**config.mk**
```make
export PLATFORM = sky130hd
export DESIGN_NAME = vector_collector
export DESIGN_NICKNAME = d
export VERILOG_FILES = /design/src/rtl/vector_collector.sv
export SDC_FILE = /design/constraint.sdc
export NUM_CORES = 1
export LEC_CHECK = 0
export CAP_MARGIN = 25
export CELL_PAD_IN_SITES_DETAIL_PLACEMENT = 1
export CELL_PAD_IN_SITES_GLOBAL_PLACEMENT = 1
export CORE_MARGIN = 2
export CORE_UTILIZATION = 38
export CTS_CLUSTER_SIZE = 30
export DETAILED_ROUTE_END_ITERATION = 10
export PLACE_DENSITY_LB_ADDON = 0.1
export SYNTH_ARGS = -nofsm -noshare
export SYNTH_HDL_FRONTEND = slang
export SYNTH_SLANG_ARGS = --single-unit
```
**constraint.sdc**
```tcl
create_clock -name clk -period 2 [get_ports clk]
set_input_delay 0.4 -clock clk [delete_from_list [all_inputs] [get_ports clk]]
set_output_delay 0.4 -clock clk [all_outputs]
set_load 0.1 [all_outputs]
```
**src/rtl/vector_collector.sv**
```systemverilog
// ---------------------------------------------------------------------------
// vector_collector
//
// Gathers M consecutive IEEE-754 single-precision scalars from a stb/ack
// upstream into one M-element vector and presents the whole vector to a
// stb/ack downstream. An optional ReLU stage clamps any sign-set word
// (negative numbers, -0.0, -inf, sign-set NaN) to +0.0 on the way in.
//
// Parameters
//   M     vector length, 1..256
//   RELU  1: clamp sign-set inputs to 32'h00000000, 0: store inputs unchanged
//
// Ports
//   clk           single clock, all state changes on its rising edge
//   rst           synchronous, active-low reset
//   input_a       scalar word from upstream
//   input_a_stb   upstream word valid
//   input_a_ack   this block accepts input_a (registered)
//   output_z      collected vector, element k in output_z[k] (registered)
//   output_z_stb  output_z holds a complete vector (registered)
//   output_z_ack  downstream accepts output_z
// ---------------------------------------------------------------------------
module vector_collector #(
    parameter int M    = 8,
    parameter int RELU = 1
) (
    input  logic                clk,
    input  logic                rst,
    input  logic [31:0]         input_a,
    input  logic                input_a_stb,
    output logic                input_a_ack,
    output logic [M-1:0][31:0]  output_z,
    output logic                output_z_stb,
    input  logic                output_z_ack
);

    // One index bit minimum so that M=1 still has a legal counter.
    localparam int              IDXW     = (M > 1) ? $clog2(M) : 1;
    localparam logic [IDXW-1:0] LAST_IDX = IDXW'(M - 1);

    typedef enum logic [1:0] {
        S_IDLE    = 2'd0,
        S_COLLECT = 2'd1,
        S_OUTPUT  = 2'd2
    } state_t;

    state_t             r_state;
    state_t             w_state_next;
    logic [IDXW-1:0]    r_idx;
    logic [IDXW-1:0]    w_idx_next;
    logic               r_ack;
    logic               w_ack_next;
    logic               r_stb;
    logic               w_stb_next;
    logic [M-1:0][31:0] r_vec;

    logic               w_in_xfer;
    logic               w_out_xfer;
    logic               w_last;
    logic [31:0]        w_proc;
    logic [M-1:0]       w_wr_en;

    // Transfers are qualified by the registered handshake outputs, so an
    // input strobe during OUTPUT (ack low) can never be consumed.
    assign w_in_xfer  = input_a_stb & r_ack & (r_state == S_COLLECT);
    assign w_out_xfer = output_z_ack & r_stb & (r_state == S_OUTPUT);
    assign w_last     = (r_idx == LAST_IDX);

    // ReLU works purely on the sign bit: every sign-set encoding becomes +0.0,
    // everything else passes bit-exact (including positive NaNs).
    generate
        if (RELU != 0) begin : g_relu
            assign w_proc = input_a[31] ? 32'h0000_0000 : input_a;
        end else begin : g_bypass
            assign w_proc = input_a;
        end
    endgenerate

    // ------------------------------------------------------------------
    // Next-state / next-output logic
    // ------------------------------------------------------------------
    always_comb begin
        w_state_next = r_state;
        w_idx_next   = r_idx;
        w_ack_next   = r_ack;
        w_stb_next   = r_stb;

        case (r_state)
            S_IDLE: begin
                w_state_next = S_COLLECT;
                w_ack_next   = 1'b1;
                w_stb_next   = 1'b0;
            end

            S_COLLECT: begin
                if (w_in_xfer) begin
                    if (w_last) begin
                        // Last element: drop ack and raise stb on the same
                        // edge, so the vector is visible one cycle later.
                        w_idx_next   = '0;
                        w_ack_next   = 1'b0;
                        w_stb_next   = 1'b1;
                        w_state_next = S_OUTPUT;
                    end else begin
                        w_idx_next = r_idx + 1'b1;
                    end
                end
            end

            S_OUTPUT: begin
                if (w_out_xfer) begin
                    w_stb_next   = 1'b0;
                    w_ack_next   = 1'b1;
                    w_state_next = S_COLLECT;
                end
            end

            default: begin
                w_state_next = S_IDLE;
                w_idx_next   = '0;
                w_ack_next   = 1'b0;
                w_stb_next   = 1'b0;
            end
        endcase
    end

    // ------------------------------------------------------------------
    // Control registers
    // ------------------------------------------------------------------
    always_ff @(posedge clk) begin
        if (!rst) begin
            r_state <= S_IDLE;
            r_idx   <= '0;
            r_ack   <= 1'b0;
            r_stb   <= 1'b0;
        end else begin
            r_state <= w_state_next;
            r_idx   <= w_idx_next;
            r_ack   <= w_ack_next;
            r_stb   <= w_stb_next;
        end
    end

    // ------------------------------------------------------------------
    // Vector storage: one write enable per element, decoded from idx.
    // Elements keep their contents after an output transfer and are only
    // replaced by the next transfer aimed at the same position.
    // ------------------------------------------------------------------
    genvar gi;
    generate
        for (gi = 0; gi < M; gi++) begin : g_wr_en
            assign w_wr_en[gi] = w_in_xfer & (r_idx == IDXW'(gi));
        end
    endgenerate

    always_ff @(posedge clk) begin
        if (!rst) begin
            r_vec <= '0;
        end else begin
            for (int k = 0; k < M; k++) begin
                if (w_wr_en[k]) begin
                    r_vec[k] <= w_proc;
                end
            end
        end
    end

    assign input_a_ack  = r_ack;
    assign output_z_stb = r_stb;
    assign output_z     = r_vec;

endmodule

```
==> metrics.md <==
| Metric | Value |
|---|---|
| Congestion Overflow GR | 0 |
| CP required | roughly 1.6 ns |
| CTS buffer count | 27 |
| Worst path max stage delay | approximately 0.56 ns |
| Clock tree from TritonCTS | done |
| Final setup margin | approximately 0.30 ns |
| PwrDens | 830 mW/mm^2 |
| F_max | approximately 600 MHz |
| Clk pin slew, worst setup/hold paths | approximately 0.060 ns |
| Synthesis-to-finish area growth | 36.1% |
| Final instance area | 0.0129 sq mm |
| Final slew viol count | 0 |
| Flops & latches, synth | ~250 |
| Most Used Layer, Global Route | met2 |
| CTS root buffer | clkbuf_16 |
| CTS HTree Levels | 1 |
| Endpoint class of the critical path | output pin |
| Largest net degree at the start of global routing | around 130 |
| Hold path startpoint | rst |
| Synth top area share | between 50% and 60% |
| Type of origin of the critical path | flip-flop |
| Post-cts hold buffer count | 0 |
| # fillers | around 2700 |
| WL/cell | between 15 and 20 um |
| Clk sinks | about 250 |
| Later-pin clock latency in the skew report | 0.52 ns |
| Routed via count | 7273 |
| 1st-iter DRT viols | between 300 and 400 |
| Syn avg cell area | ~11 sq um |
| Fin. Hold Viols | 0 |
| Detailed-placement wirelength estimate | between 20000 and 25000 um |
| Crit path buf inv count | 1 |
| Via density | between 4 and 5 |
| Layout cells sized above 1 | 27.4% |
| Reg2reg start | r_idx[0] |
| First-pass GRT wire length | ~45000 um |
| Worst IR drop on VDD | 608 uV |
| Die Height | 162 um |
| Mapped Cells | 892 |
| Grt met3 use | about 6.4% |
| Worst r2r path cells | 6 |
| Post-placement cell area | between 0.01 and 0.015 sq mm |
| Hold Crit Class | primary input to flip-flop |
| Gr usage total | between 20 and 25% |
| Synth cell types | 30 |
| Post-synthesis sequential area ratio | 53.7% |
| Die X | about 160 um |
| Post-CTS Resized | 0 |
| Clock Path Buffers | 3 |
| Reg2Reg Setup Slack | ~0.39 ns |
| Top cells by count, synth | nand2_1, dfxtp_1, mux2i_1 |
| WHS Path Cells | 4 |
| Top cells by area, synth | dfxtp_1, mux2i_1, nand2_1 |
| Critical Path Fanout Max | 10 |
| R2r endpoint | output_z[69] |
| Initial antenna violation count | 1 |
| Post-route DRC | 0 |
| Syn. warnings | 0 |
| Endpoints failing setup | 0 |
| Main synth FF type | dfxtp_1 |
| Worst path arrival time | roughly 1.3 ns |
| Worst-Margin Slew | slightly above 0.6 ns |
| Placement Setup Slack | -0.0715 ns |
| Post-synth top area cell | dfxtp_1 |
| Met1 GRT Util | between 20% and 30% |
| First drt pass iteration count | 4 |
| LEAKAGE | between 5 and 6 nW |
| Post-synth EDFFs | 0 |
| Async S/R FF share, synth | 0% |
| I/O Buffers | 285 |
| Post-DRT Antenna Nets | 0 |
| Core area | about 0.024 sq mm |
| Clock skew | roughly 0.014 ns |
| Global Route met2 Usage | around 37% |
| Row cnt | 57 |
| Fin crit period | between 1.5 and 2 ns |
| WL final | 29900 um |
| CP top delay family | flip-flops |
| Crit path cell chain | buf_12 |
| GPL Wtd Cong | 0.753 |
| Initial Utilization | slightly below 40% |
| Die ar. | around 0.026 sq mm |
| Ports | 294 |
| Ant diodes | 0 |
| Crit-path slowest cell | dfxtp_1 |
| Status | complete, no violations |
| Destination of the worst hold path | output_z[107] |
| Final net count | between 1000 and 1500 |
| Number of global-route vias before repair | 7441 |
| Setup CP Type | flip-flop to output pin |
| Max-Cap Viols | 0 |
| Max transition margin | around three fifths |
| Mapped Area | approximately 0.0095 sq mm |
| Most instantiated library cell after synthesis | nand2_1 |
| RSZ-0062 raised after global routing | false |
| Post-CTS Setup Repair Bufs | 0 |
| Period utilisation layout | ~85% |
[final cells by class]
| cell class | count | area, sq um | share of cell area (%) |
|---|---|---|---|
| clock buffers | 37 | 773 | 6.00 |
| clock inverters | 9 | 126 | 0.981 |
| inverters | 5 | 18.8 | 0.146 |
| multi-input cells | 576 | 3890 | 30.2 |
| flip-flops and latches | 254 | 5090 | 39.5 |
| well taps | 324 | 405 | 3.15 |
| repair buffers | 306 | 2590 | 20.1 |
[worst max-delay path by stage]
stage / start / cells after the start / slack, ns / end
detailed placement: input_a_stb / 5 / -0.07 / output_z[69]
global placement: input_a_stb / 5 / -0.02 / output_z[64]
floorplan: r_state[1] / 4 / 0.08 / output_z[226]
CTS: r_state[1] / 1 / 0.27 / output_z_stb
finish: r_state[1] / 1 / 0.30 / output_z_stb
global route: r_state[1] / 1 / 0.25 / output_z_stb
[metrics by stage]
step                      utilization (%)  std cells  total power [W]  setup TNS, ns  hold WS [ns]
final                                52.8       1511           0.0107              0         0.449
after global routing                 52.8       1511           0.0111              0         0.470
after global placement               49.1       1465          0.00573         -0.288         0.442
after CTS                            52.8       1511           0.0108              0         0.461
after detailed placement             49.1       1465          0.00573          -2.60         0.450
after floorplan                         -        899          0.00555              0         0.475
[logic make-up (layout without fill, tap and decap cells)]
kind of cell             count (synthesis)  count (layout)  synth area share, %
AND/OR/NAND/NOR                        305             305                 12.9
flip-flops                             254             254                 53.7
multiplexers                           248             248                 26.2
buffers and inverters                   69             357                 5.75
AO/OA/AOI/OAI                            9               9                0.595
adder cells (fa/ha/maj)                  6               6                0.793
other                                    1               8               0.0396
[routing by layer]
layer | vias up | share of wire, %
li1 | 3474 | -
met1 | 3550 | 44
met2 | 210 | 47
met3 | 37 | 7.7
met4 | 2 | 2.0
met5 | - | 0.037
[state kept, by name, summed over array words and instances, names as in the netlist]
name,cells
input_a_ack,1
output_z,248
r_idx,3
r_state,2
[where the power goes]
group / total (W) / switching, W / internal (W) / leakage (nW)
clock network: 0.00508 / 0.00201 / 0.00307 / 0.443
logic: 0.000525 / 0.000394 / 0.000131 / 3.01
registers: 0.00509 / 0.0000134 / 0.00507 / 2.05
total: 0.0107 / 0.00242 / 0.00828 / 5.50
[layout by cell type (no fill, tap or decap)]
master	netlist	layout
nand2_1	285	285
buf_4	11	255
dfxtp_1	254	253
mux2i_1	248	248
clkdlybuf4s50_1	0	34
clkbuf_16	0	27
buf_12	9	16
conb_1	1	8
nor2_4	3	6
ha_1	6	6
clkbuf_8	0	6
inv_1	5	5
clkinv_2	0	4
clkbuf_1	24	4
nand4b_1	3	3
a21oi_1	3	3
bufinv_16	0	3
nand2_2	2	2
o21ai_0	2	2
o22ai_1	2	2
nor2b_4	0	1
and4b_1	1	1
or2b_1	1	1
nand4_1	1	1
and3_1	1	1
nand2b_1	1	1
nor2_1	1	1
nand3_1	1	1
a21boi_0	1	1
nand3b_1	1	1
o221a_2	1	1
inv_6	0	1
clkinvlp_4	0	1
buf_6	12	1
dfxtp_2	0	1
Note: power is estimated with default switching activity, not from simulation.
